File: config.mk
export PLATFORM = sky130hd
export DESIGN_NAME = clock_select_controller
export DESIGN_NICKNAME = d
export VERILOG_FILES = /design/src/rtl/clock_select_controller.sv
export SDC_FILE = /design/constraint.sdc
export NUM_CORES = 1
export LEC_CHECK = 0
export BUFFER_PORTS_ARGS = -buffer_cell sky130_fd_sc_hd__buf_4
export CORE_ASPECT_RATIO = 0.9
export CORE_MARGIN = 2
export CORE_UTILIZATION = 50
export CTS_CLUSTER_SIZE = 16
export DETAILED_ROUTE_END_ITERATION = 10
export PLACE_DENSITY = 0.75
export SLEW_MARGIN = 40
export SYNTH_ARGS = -nofsm -noshare
export SYNTH_HDL_FRONTEND = slang
export SYNTH_SLANG_ARGS = --single-unit
File: constraint.sdc
create_clock -name clk -period 2.8 [get_ports clk]
set_input_delay 0.14 -clock clk [delete_from_list [all_inputs] [get_ports clk]]
set_output_delay 0.14 -clock clk [all_outputs]
set_load 0.05 [all_outputs]
File: src/rtl/clock_select_controller.sv
// Sequencer for the CLOCK_MUX select: quiesce the muxed-clock logic, flip select, settle, release.
// Optional quiesce-ack timeout and sticky error flag are built when CLOCK_SELECT_TIMEOUT_EN is defined.
module clock_select_controller #(
    parameter logic        RESET_SELECT   = 1'b1,
    parameter int unsigned SETTLE_CYCLES  = 16,
    parameter int unsigned CNT_WIDTH      = 8,
    parameter int unsigned TIMEOUT_CYCLES = 255
) (
    input  logic clk,
    input  logic rstnn,
    input  logic req_valid,
    input  logic req_select,
    output logic req_ready,
    output logic quiesce_req,
    input  logic quiesce_ack,
    output logic select,
    output logic busy,
    output logic switch_done,
    output logic switch_error
);

    typedef enum logic [1:0] {
        IDLE    = 2'd0,
        QUIESCE = 2'd1,
        SETTLE  = 2'd2,
        RELEASE = 2'd3
    } state_t;

    localparam logic [CNT_WIDTH-1:0] SETTLE_LOAD = CNT_WIDTH'(SETTLE_CYCLES - 1);

    // The shared counter must be able to hold both the settle and timeout reload values.
    if (SETTLE_CYCLES < 1 || SETTLE_CYCLES > (2 ** CNT_WIDTH) - 1) begin : g_bad_settle
        $error("SETTLE_CYCLES out of range for CNT_WIDTH");
    end
    if (TIMEOUT_CYCLES < 1 || TIMEOUT_CYCLES > (2 ** CNT_WIDTH) - 1) begin : g_bad_timeout
        $error("TIMEOUT_CYCLES out of range for CNT_WIDTH");
    end

    state_t               state_q, state_d;
    logic                 select_q, select_d;
    logic                 target_q, target_d;
    logic                 quiesce_req_q, quiesce_req_d;
    logic                 busy_q, busy_d;
    logic                 switch_done_q, switch_done_d;
    logic [CNT_WIDTH-1:0] cnt_q, cnt_d;

`ifdef CLOCK_SELECT_TIMEOUT_EN
    localparam logic [CNT_WIDTH-1:0] TIMEOUT_LAST = CNT_WIDTH'(TIMEOUT_CYCLES - 1);
    logic switch_error_q, switch_error_d;
`endif

    always_comb begin
        state_d       = state_q;
        select_d      = select_q;
        target_d      = target_q;
        quiesce_req_d = quiesce_req_q;
        switch_done_d = 1'b0;
        cnt_d         = cnt_q;
`ifdef CLOCK_SELECT_TIMEOUT_EN
        switch_error_d = switch_error_q;
`endif
        case (state_q)
            IDLE: begin
                if (req_valid) begin
                    if (req_select == select_q) begin
                        switch_done_d = 1'b1;
                    end else begin
                        target_d      = req_select;
                        state_d       = QUIESCE;
                        quiesce_req_d = 1'b1;
                        cnt_d         = '0;
`ifdef CLOCK_SELECT_TIMEOUT_EN
                        switch_error_d = 1'b0;
`endif
                    end
                end
            end
            QUIESCE: begin
                // select only moves here, while the downstream logic reports idle.
                if (quiesce_ack) begin
                    select_d = target_q;
                    cnt_d    = SETTLE_LOAD;
                    state_d  = SETTLE;
                end
`ifdef CLOCK_SELECT_TIMEOUT_EN
                else if (cnt_q == TIMEOUT_LAST) begin
                    switch_error_d = 1'b1;
                    quiesce_req_d  = 1'b0;
                    state_d        = RELEASE;
                end else begin
                    cnt_d = cnt_q + 1'b1;
                end
`endif
            end
            SETTLE: begin
                if (cnt_q == '0) begin
                    quiesce_req_d = 1'b0;
                    state_d       = RELEASE;
                end else begin
                    cnt_d = cnt_q - 1'b1;
                end
            end
            RELEASE: begin
                if (!quiesce_ack) begin
                    switch_done_d = 1'b1;
                    state_d       = IDLE;
                end
            end
            default: begin
                state_d = IDLE;
            end
        endcase
        busy_d = (state_d != IDLE);
    end

    always_ff @(posedge clk or negedge rstnn) begin
        if (!rstnn) begin
            state_q       <= IDLE;
            select_q      <= RESET_SELECT;
            target_q      <= RESET_SELECT;
            quiesce_req_q <= 1'b0;
            busy_q        <= 1'b0;
            switch_done_q <= 1'b0;
            cnt_q         <= '0;
        end else begin
            state_q       <= state_d;
            select_q      <= select_d;
            target_q      <= target_d;
            quiesce_req_q <= quiesce_req_d;
            busy_q        <= busy_d;
            switch_done_q <= switch_done_d;
            cnt_q         <= cnt_d;
        end
    end

`ifdef CLOCK_SELECT_TIMEOUT_EN
    always_ff @(posedge clk or negedge rstnn) begin
        if (!rstnn) begin
            switch_error_q <= 1'b0;
        end else begin
            switch_error_q <= switch_error_d;
        end
    end
    assign switch_error = switch_error_q;
`else
    assign switch_error = 1'b0;
`endif

    assign req_ready   = (state_q == IDLE);
    assign quiesce_req = quiesce_req_q;
    assign select      = select_q;
    assign busy        = busy_q;
    assign switch_done = switch_done_q;

endmodule

Yosys cells after proc, flatten, opt, wreduce, memory -nomap -nowiden

Index checks and enable logic that the tools add are counted.

Bits in writable memories: 0
Word-level logic and storage cells: 46
Input port bits: 5
Memory bits (read-only): 0
Output and inout port bits: 6
Memories: 0
Register bits after elaboration: 15
Bits in latches: 0

Div/mod/pow operators: 0
Multipliers: 0
Shift-type cells: 0
Reductions and logical operators: 9
Eq/ne operators: 9
Order comparisons: 0
Muxes and demuxes: 19
Add/sub/neg operators: 1
Bitwise gates (word level): 1

Operators with widths:

| kind                                                                | number |
|---|---|
| 8-bit two-way mux                                                   | 4 |
| 8-bit one-hot mux with 3 select lines                               | 1 |
| 2-bit two-way mux                                                   | 5 |
| 2-bit inequality test (second input constant)                       | 5 |
| 8-bit logical NOT                                                   | 1 |
| 2-bit one-hot mux with 4 select lines                               | 1 |
| 8-bit by 1-bit subtractor with 8-bit output (second input constant) | 1 |
| 1-bit two-way mux                                                   | 6 |
| 5-bit AND reduction                                                 | 1 |
| 2-bit == test (second input constant)                               | 2 |
| 1-bit one-hot mux with 2 select lines                               | 2 |
| 4-bit AND reduction                                                 | 1 |
| 2-bit nonzero test                                                  | 2 |
| 3-bit AND reduction                                                 | 1 |
| 3-bit nonzero test                                                  | 1 |
| 2-bit by 1-bit == test with 1-bit output (second input constant)    | 1 |
| 2-bit logical NOT                                                   | 1 |
| 2-bit AND reduction                                                 | 1 |
| 1-bit == test                                                       | 1 |
| 1-bit inverter                                                      | 1 |

Depth between registers and ports, before layout

Depth in word-level cells: 5
Mapped depth: 8

Least setup slack after synthesis

No wires, ideal clock.

Kind: register -> register
From: register state_q[0]
To: register cnt_q[5]
Data required time: 2678 ps
Data arrival time: 1922 ps
Setup slack: 757 ps
Stages on the path, launching flop included: 7
Path through: dfrtp_1 > inv_1 > ha_1 > nand2_1 > and3_1 > buf_6 > a32o_1

Word-level cells in the longest chain between the ends: 3
Elaborated cells between the ends (all ways): 10

Ends and longest elaborated chain:

| item                                                                                | line | source |
|---|---|---|
| start, declared                                                                     | 39   | `state_t state_q, state_d;` |
| start signal, assigned                                                              | 126  | `state_q <= state_d;` |
| 2-bit logical NOT *                                                                 | --   |  |
| via req_ready                                                                       | 13   | `output logic req_ready,` |
| 2-bit inequality test (no source line) / 3-bit nonzero test (equally long branches) | --   |  |
| 5-bit AND reduction (no source line)                                                | --   |  |
| end signal, assigned                                                                | 132  | `cnt_q <= cnt_d;` |
| end, declared                                                                       | 45   | `logic [CNT_WIDTH-1:0] cnt_q, cnt_d;` |

The timed path passes the listed nets; every way through them passes the cells marked *.
A chain may end at the register's enable or synchronous reset.

Final worst setup path

From: register state_q[0]
To: register cnt_q[5]

Word-level cells in the longest chain between the ends: 3
Elaborated cells between the ends (all ways): 10

Ends and longest elaborated chain:

| item                                                                                | line | source |
|---|---|---|
| 2-bit == test, or another cell as far along                                         | 62   | `case (state_q)` |
| 2-bit inequality test (no source line) / 3-bit nonzero test (equally long branches) | --   |  |
| 5-bit AND reduction (no source line)                                                | --   |  |

Several ways; a longest one is shown, not always the timed one.

==> reports/qor.yml <==
yosys:
  synth.top_cell.area_share_pct: 33.3
  ys_ff_latch: 15
  yosysMostFrequentCell: "dfrtp_1"
  netlist_instances: 99
  synth_edf_count: 0
  synthFlopType: "dfrtp_1"
  yosys_warnings: 0
  netlist_top_cells_area: "dfrtp_1 (33%), ha_1 (9.0%), dfstp_2 (5.4%), inv_1 (3.5%), a22o_1 (2.7%)"
  seq_area_frac_synth_pct: 38.7
  synth.distinct_cells: 41
  synth_area_um2: 976
  synth_fp_nets: 111
  synthArstFlopShare_pct: 100
  synth_common_cells: "dfrtp_1 (13), inv_1 (9), ha_1 (7), nand2_1 (6), o21ai_0 (5)"
  synth_top_cell_by_area: "dfrtp_1"
  avgSynthCellArea_um2: 9.86
floorplanning:
  die_area_um2: 2320
  core_area_um2: 1880
  rows: 15
  start_util_pct: 52.0
  num_io_pins: 11
  die_w_um: 50.6
  die-height_um: 45.9
pwr:
  peakVddDrop_v: 0.000263
  power_density_nw_per_um2: 328
  power.total_mw: 0.354
  p_leak_nw: 0.499
layout:
  layout-drive-gt1-share_pct: 18.3
  stdcell_count: 134
  syn2layout_area_growth_pct: 10.6
  final.fill_count: 166
  nNetsFinal: 122
  antenna-diode-count: 0
setup_path:
  path_class: "reg -> reg"
  critPathBufInv: 1
  critPathTopFamily: "simple AND/OR/NAND/NOR gates"
  path_cells: "inv_1, ha_1, and4bb_4, nand2_1, and3_1, a32o_1"
  cp.arrival_ps: 2150
  cp_slowest_cell: "dfrtp_1"
  crit_path_start_kind: "register"
  end_kind: "register"
  required_ps: 2970
  crit_fanout: 10
  slowest_delay_ps: 440
job:
  drv_cap: 0
cts:
  cts_setup_buffers: 0
  cts.htree.levels: 1
  cts-resized-gates: 0
  worstSkewPairLatency_ps: 270
  cts_tree: "yes"
  cts_buffers: 3
  clkSinkCount: 15
  clock_path_buffers: 2
  cts.clk_slew.worst_paths_ps: 90
  root_buffer: "clkbuf_4"
global_route:
  grt_pass1_vias: 735
  grt_max_degree: 16
  antenna_found_initial: 0
  grt_usage_pct: 19.8
  grt_pass1_wl_um: 3380
  gr-total-overflow: 0
place:
  gp_congestion: 0.930
  place_ws_ps: 838
  placed_cells: 129
  dp_hpwl_um: 1490
  port_buffers: 9
detailed_routing:
  drc: 0
  antenna_left: 0
  vias: 754
  wirelength_um: 1980
  drtPass1Iterations: 4
  drt-initial-drc-count: 29
  viasPerCell: 5.63
  wl_per_cell_um: 14.8
hold_path:
  hp-class: "in -> reg"
sta:
  hold_viol: 0
  finalMaxSlewViolations: 0
  setup_slack_ps: 814
  setup_viol: 0
  tns_ps: 0
  finClkSkew_ps: 2.03
  hold_ws_ps: 126
  rsz0062_at_grt: "no"
  fmaxAchievable_ghz: 0.504
  period_minus_slack_ps: 1990
  min_period_over_period_pct: 70.9
status:
  status: "finished, final reports clean"
-- logic make-up (layout without fill, tap and decap cells) --
logic type | count (synthesis) | count (layout) | share of synthesized area, %
and+or+nand+nor | 30 | 30 | 17.9
muxes | 3 | 3 | 3.33
adders and majority gates | 7 | 7 | 8.97
AOI/OAI and AO/OA | 27 | 27 | 21.3
DFF | 15 | 15 | 38.7
other | 1 | 1 | 0.384
xor gates and xnor gates | 3 | 3 | 2.69
buffers and inverters | 13 | 23 | 6.67
-- where the power goes --
group	internal [mW]	total [mW]	switching (mW)	leakage, nW
Clock	0.0551	0.120	0.0651	0.0150
Combinational	0.00568	0.0176	0.0119	0.307
Sequential	0.217	0.217	0	0.177
-- flip-flops by register name, summed over array words and instances (netlist names) --
| name | count |
|---|---|
| busy | 1 |
| cnt_q | 8 |
| quiesce_req | 1 |
| select | 1 |
| state_q | 2 |
| switch_done | 1 |
| target_q | 1 |
-- final timing paths --
| check | start | end | slack (ps) | depth (start not counted) |
|---|---|---|---|---|
| setup / recovery | state_q[0] | cnt_q[5] | 810 | 6 |
| hold / removal | req_select | target_q | 130 | 2 |
| setup reg to reg | state_q[0] | cnt_q[5] | 810 | 6 |
| hold reg to reg | cnt_q[5] | cnt_q[5] | 540 | 1 |
| max in group asynchronous | rstnn | select | 2320 | 2 |
| min in group asynchronous | rstnn | cnt_q[3] | 240 | 2 |
-- routing by layer --
| layer | GRT usage (%) | vias up | share of wire (%) |
|---|---|---|---|
| met1 | 26.5 | 359 | 48 |
| met5 | 0 | - | 0 |
| met2 | 32.4 | 12 | 48 |
| met3 | 3.95 | 2 | 3.3 |
| li1 | - | 381 | - |
| met4 | 6.49 | 0 | 0.61 |
-- repair_timing --
item,4_1_cts,5_1_grt
hold buffers,1,0
endpoints found under the setup margin,0,0
hold endpoints to repair,15,0
-- per-stage QoR --
step	util, %	cell area, um^2
final	57.5	1080
after global routing	57.5	1080
after CTS	57.5	1080
after detailed placement	55.6	1040
after global placement	55.6	1040
after floorplan	-	976
-- area by class of cell --
class / instances / area (um^2) / area share (%)
multi-input combinational: 71 / 533 / 49.4
sequential: 15 / 378 / 35.0
timing repair buffer: 10 / 77.6 / 7.18
inverter: 9 / 33.8 / 3.13
tap: 25 / 31.3 / 2.90
clock buffer: 4 / 26.3 / 2.43
-- cell usage in the layout, fill, tap and decap left out, drive strengths merged, types with 4 or more instances in the layout --
master / netlist / layout
buf: 4 / 9
clkbuf: 0 / 4
dfrtp: 13 / 13
ha: 7 / 7
inv: 9 / 9
nand2: 6 / 6
nand3: 4 / 4
o21ai: 5 / 5
Power figures use the tool's default switching activity.
